## src/rtl/spi_pkg.sv

```systemverilog
// Shared definitions for the SPI peripheral: default word width and FSM state encoding.
package spi_pkg;

  localparam int SPI_WORD_WIDTH_DEFAULT = 16;

  typedef enum logic [1:0] {
    IDLE,
    SHIFT,
    FINISH
  } spi_periph_state_t;

endpackage

```

## src/rtl/spi_sync_edge.sv

```systemverilog
// One pin synchronizer chain with a history flop for single-cycle rise/fall detection.
module spi_sync_edge #(
  parameter int   STAGES     = 2,
  parameter logic IDLE_LEVEL = 1'b0
) (
  input  logic clk,
  input  logic rst,
  input  logic pin,
  output logic level,
  output logic rise,
  output logic fall
);

  logic [STAGES-1:0] sync_q;
  logic              hist_q;

  // Reset to the pin's idle level so leaving reset never fakes an edge on an idle bus
  always_ff @(posedge clk or posedge rst) begin
    if (rst) begin
      sync_q <= {STAGES{IDLE_LEVEL}};
      hist_q <= IDLE_LEVEL;
    end else begin
      sync_q <= {sync_q[STAGES-2:0], pin};
      hist_q <= sync_q[STAGES-1];
    end
  end

  assign level = sync_q[STAGES-1];
  assign rise  = level & ~hist_q;
  assign fall  = ~level & hist_q;

endmodule

```

## src/rtl/spi_peripheral.sv

```systemverilog
// Mode-0 SPI peripheral: oversamples SCLK/CS_n/MOSI on clock_i and shifts words MSB first,
// supporting multi-word frames and reporting frames cut short mid-word.
module spi_peripheral
  import spi_pkg::*;
#(
  parameter int WORD_WIDTH  = SPI_WORD_WIDTH_DEFAULT,
  parameter int SYNC_STAGES = 2
) (
  input  logic                  clock_i,
  input  logic                  reset_i,
  input  logic                  SCLK_i,
  input  logic                  CS_n_i,
  input  logic                  MOSI_i,
  output logic                  MISO_o,
  input  logic [WORD_WIDTH-1:0] tx_data_i,
  output logic                  tx_load_o,
  output logic [WORD_WIDTH-1:0] rx_data_o,
  output logic                  rx_valid_o,
  output logic                  busy_o,
  output logic                  abort_o
);

  localparam int CNT_W  = $clog2(WORD_WIDTH + 1);
  localparam int SETTLE = SYNC_STAGES + 1;
  localparam int SET_W  = $clog2(SETTLE + 1);

  spi_periph_state_t state_q, state_d;

  logic sclk_rise, sclk_fall, cs_rise, cs_fall, cs_level, mosi_level;
  logic sclk_level_unused, mosi_rise_unused, mosi_fall_unused;

  logic [WORD_WIDTH-1:0] shift_tx_q, shift_rx_q, rx_data_q;
  logic [CNT_W-1:0]      bit_cnt_q;
  logic [SET_W-1:0]      settle_cnt_q;
  logic                  word_done_q, fall_hold_q, armed_q;
  logic                  tx_load_q, rx_valid_q, abort_q;
  logic                  start, cs_end, do_rise, do_fall;

  spi_sync_edge #(.STAGES(SYNC_STAGES), .IDLE_LEVEL(1'b0)) u_sync_sclk (
    .clk(clock_i), .rst(reset_i), .pin(SCLK_i),
    .level(sclk_level_unused), .rise(sclk_rise), .fall(sclk_fall)
  );

  spi_sync_edge #(.STAGES(SYNC_STAGES), .IDLE_LEVEL(1'b1)) u_sync_cs (
    .clk(clock_i), .rst(reset_i), .pin(CS_n_i),
    .level(cs_level), .rise(cs_rise), .fall(cs_fall)
  );

  // Same depth as SCLK so MOSI is seen exactly as it stood at the matching SCLK edge
  spi_sync_edge #(.STAGES(SYNC_STAGES), .IDLE_LEVEL(1'b0)) u_sync_mosi (
    .clk(clock_i), .rst(reset_i), .pin(MOSI_i),
    .level(mosi_level), .rise(mosi_rise_unused), .fall(mosi_fall_unused)
  );

  always_comb begin
    state_d = state_q;
    start   = 1'b0;
    cs_end  = 1'b0;
    do_rise = 1'b0;
    do_fall = 1'b0;
    case (state_q)
      IDLE: begin
        if (armed_q && (cs_fall || fall_hold_q)) begin
          start   = 1'b1;
          state_d = SHIFT;
        end
      end
      SHIFT: begin
        // A chip-select release masks any SCLK edge seen in the same cycle
        if (cs_rise) begin
          cs_end  = 1'b1;
          state_d = FINISH;
        end else begin
          do_rise = sclk_rise;
          do_fall = sclk_fall;
        end
      end
      FINISH:  state_d = IDLE;
      default: state_d = IDLE;
    endcase
  end

  always_ff @(posedge clock_i or posedge reset_i) begin
    if (reset_i) begin
      state_q <= IDLE;
    end else begin
      state_q <= state_d;
    end
  end

  // After reset, wait for the chains to flush and CS_n to read high, so a chip select
  // still held low from before reset cannot start a frame.
  always_ff @(posedge clock_i or posedge reset_i) begin
    if (reset_i) begin
      settle_cnt_q <= '0;
      armed_q      <= 1'b0;
    end else if (!armed_q) begin
      if (settle_cnt_q != SET_W'(SETTLE)) begin
        settle_cnt_q <= settle_cnt_q + 1'b1;
      end else if (cs_level) begin
        armed_q <= 1'b1;
      end
    end
  end

  always_ff @(posedge clock_i or posedge reset_i) begin
    if (reset_i) begin
      shift_tx_q  <= '0;
      shift_rx_q  <= '0;
      rx_data_q   <= '0;
      bit_cnt_q   <= '0;
      word_done_q <= 1'b0;
      fall_hold_q <= 1'b0;
      tx_load_q   <= 1'b0;
      rx_valid_q  <= 1'b0;
      abort_q     <= 1'b0;
    end else begin
      tx_load_q   <= 1'b0;
      rx_valid_q  <= 1'b0;
      abort_q     <= 1'b0;
      fall_hold_q <= (state_q == FINISH) && cs_fall;

      if (start) begin
        shift_tx_q  <= tx_data_i;
        shift_rx_q  <= '0;
        bit_cnt_q   <= '0;
        word_done_q <= 1'b0;
        tx_load_q   <= 1'b1;
      end

      if (cs_end && (bit_cnt_q != '0)) begin
        abort_q <= 1'b1;
      end

      if (do_rise) begin
        shift_rx_q <= {shift_rx_q[WORD_WIDTH-2:0], mosi_level};
        if (bit_cnt_q == CNT_W'(WORD_WIDTH - 1)) begin
          rx_data_q   <= {shift_rx_q[WORD_WIDTH-2:0], mosi_level};
          rx_valid_q  <= 1'b1;
          bit_cnt_q   <= '0;
          word_done_q <= 1'b1;
        end else begin
          bit_cnt_q <= bit_cnt_q + 1'b1;
        end
      end

      // The first falling edge after a full word presents the next word's MSB
      if (do_fall) begin
        if (word_done_q) begin
          shift_tx_q  <= tx_data_i;
          tx_load_q   <= 1'b1;
          word_done_q <= 1'b0;
        end else begin
          shift_tx_q <= shift_tx_q << 1;
        end
      end
    end
  end

  assign busy_o     = (state_q == SHIFT);
  assign MISO_o     = busy_o & shift_tx_q[WORD_WIDTH-1];
  assign tx_load_o  = tx_load_q;
  assign rx_data_o  = rx_data_q;
  assign rx_valid_o = rx_valid_q;
  assign abort_o    = abort_q;

endmodule

```

## config.mk

```make
export PLATFORM = sky130hd
export DESIGN_NAME = spi_peripheral
export DESIGN_NICKNAME = d
export VERILOG_FILES = /design/src/rtl/spi_pkg.sv /design/src/rtl/spi_sync_edge.sv /design/src/rtl/spi_peripheral.sv
export SDC_FILE = /design/constraint.sdc
export NUM_CORES = 1
export LEC_CHECK = 0
export CELL_PAD_IN_SITES_DETAIL_PLACEMENT = 1
export CELL_PAD_IN_SITES_GLOBAL_PLACEMENT = 1
export CORE_MARGIN = 2
export CORE_UTILIZATION = 43
export DETAILED_ROUTE_END_ITERATION = 10
export GPL_TIMING_DRIVEN = 1
export PLACE_DENSITY = 0.75
export REMOVE_ABC_BUFFERS = 1
export SKIP_CTS_REPAIR_TIMING = 1
export SLEW_MARGIN = 20
export SYNTH_ARGS = -nofsm -noshare
export SYNTH_HDL_FRONTEND = slang
export SYNTH_HIERARCHICAL = 1
export SYNTH_SLANG_ARGS = --single-unit
```

## constraint.sdc

```tcl
create_clock -name clock_i -period 2.3 [get_ports clock_i]
set_input_delay 0.575 -clock clock_i [delete_from_list [all_inputs] [get_ports clock_i]]
set_output_delay 0.575 -clock clock_i [all_outputs]
set_load 0.005 [all_outputs]
```

==> metrics.txt <==
Final Hold Fails=0; RD Place Congestion=between 0.7 and 0.8; fin util=0.568; Core Rows=29; max_slew headroom=0.536; clock transition at the registers of the reported paths=approximately 0.070 ns; Inserted Clock Buffers=9; drt wl/cell=16.2 microns; status=complete, no violations; Worst-Margin Slew=0.696 ns; clock network fraction of design power=0.352; Fillers=671; switching power=between 0.7 and 0.8 mW; Global Route Usage Sum=0.182; Setup TNS=0 ns; placed cell count=347; Worst Path Required=1.73 ns; pin count of the biggest net entering global routing=63; Post-DP Area=between 3000 and 4000 sq um; die area=7340 sq um; Design Power=3.11 mW; clock sink count=70; multi-input logic area=1010 sq um; Final Cycle Share=0.966; fin cells=roughly 360; switching share of total power=0.255; io pins=42; Overflow after GRT=0; pwr/cell area=858 nW/um^2; Setup crit end kind=primary output; Die X=85.7 microns; synthesized area per cell=around 12 sq um; Worst setup SP type=flip-flop; cell count after synthesis=232; Initial Util=0.449; Syn-to-layout area delta=26.3%; fin nets=305; CTS tree=built; RSZ-0062 raised after global routing=false; vias in the first global route=2126; HP Class=reg2reg; Post-Layout Inst Area=3620 sq um; max-slew violation count=0; IO Port Bufs=just over 40; worst-path cell chain=nor2b_2 -> and2_1 -> clkdlybuf4s50_1; setup ws final=0.0787 ns; share of layout cells above drive strength 1=0.182; Reg power frac=0.494; P_leak=1.61 nW; DRT Wirelength=just under 6 mm; Mapped Area=2870 sq um; Die H=between 80 and 90 microns; initial antenna violation count=0; DR iter-0 viols=approximately 120; CP peak stage delay=0.50 ns; worst path arrival time=1.65 ns; Setup CP Type=reg2out; Tmin final=around 2.2 ns; Avg Vias per Cell=around 5.3; fmax=450 MHz; first-pass GRT wire length=10.3 mm; drt drc=0; Slowest cell on crit path=clkdlybuf4s50_1; hold_ws=approximately 0.36 ns; pre-CTS WS=0.373 ns; ant diodes=0; max-cap viol count=0; maximum vdd drop=between 0.5 and 0.6 mV; worst skew pair latency=0.34 ns; H-tree levels=3; combinational group share of total power=0.154; Root Driver=clkbuf_8; clk_skew=0.00828 ns; Setup Viol. Count Final=0; register area=1760 sq um; DR pass1 iterations=4; DR vias=1921; P_int=2.32 mW; Critical Path Fanout Max=7; core area=6390 sq um; Antenna Violating Nets Remaining=0; CTS Buffer Depth=2; hpwl dp=3.87 mm; YS warnings=6
-- per-layer routing --
layer,share of wire,global-route usage,vias up
met4,0.013,0.0693,0
li1,-,-,911
met1,0.47,0.236,981
met5,0,0,-
met3,0.034,0.0520,6
met2,0.48,0.291,23
-- cell type report --
type / instances / share of cell area
clock inverter: 6 / 0.0231
tap: 77 / 0.0266
inverter: 14 / 0.0145
sequential: 70 / 0.484
clock buffer: 10 / 0.0380
timing repair buffer: 50 / 0.135
multi-input combinational: 136 / 0.278
-- flip-flops by register name, indices dropped and copies added, names as in the netlist, 2 cells and up --
register and count:
rx_data_o 16, shift_tx_q 16, shift_rx_q 15, bit_cnt_q 5
settle_cnt_q 2, state_q 2, u_sync_cs/sync_q 2, u_sync_mosi/sync_q 2
u_sync_sclk/sync_q 2
-- cell usage in the layout (no fill, tap or decap), types with 2 or more instances in the layout --
cell	count
dfrtp_1	67
clkdlybuf4s50_1	41
nand2_1	32
or3_1	16
inv_1	11
o221a_1	11
o21ai_1	10
clkbuf_8	10
o21ai_0	9
mux2_4	9
buf_4	8
mux2_1	7
nor2_1	4
o221a_2	4
inv_2	3
nand3_1	3
ha_1	3
clkinv_2	3
dfstp_2	3
nand4bb_1	2
a21oi_1	2
bufinv_16	2
nor2b_1	2
and2b_2	2
-- worst max-delay path: cells and delay by family (launching register included) --
family	cells	cell delay (ns)
and+or+nand+nor	2	0.40
buffers and inverters	1	0.50
DFF	1	0.43
-- path summary, 6_finish.rpt --
kind / from / end / slack [ns] / cells after the start
min: u_sync_sclk/sync_q[0] / u_sync_sclk/sync_q[1] / 0.36 / 0
min reg2reg: u_sync_sclk/sync_q[0] / u_sync_sclk/sync_q[1] / 0.36 / 0
min in group asynchronous: reset_i / u_sync_mosi/sync_q[0] / 0.48 / 2
max reg2reg: state_q[1] / shift_tx_q[9] / 0.37 / 3
max in group asynchronous: reset_i / fall_hold_q / 1.32 / 3
max: state_q[0] / MISO_o / 0.08 / 3
-- power by group through the flow --
stage          clock network (mW)  logic (mW)  registers (mW)
2_1_floorplan                   0       0.315            1.51
3_3_place_gp                    0       0.461            1.55
3_5_place_dp                    0       0.484            1.55
4_1_cts                      1.13       0.487            1.53
5_1_grt                      1.18       0.538            1.56
6_report                     1.10       0.478            1.54
Note: power is estimated with default switching activity, not from simulation.
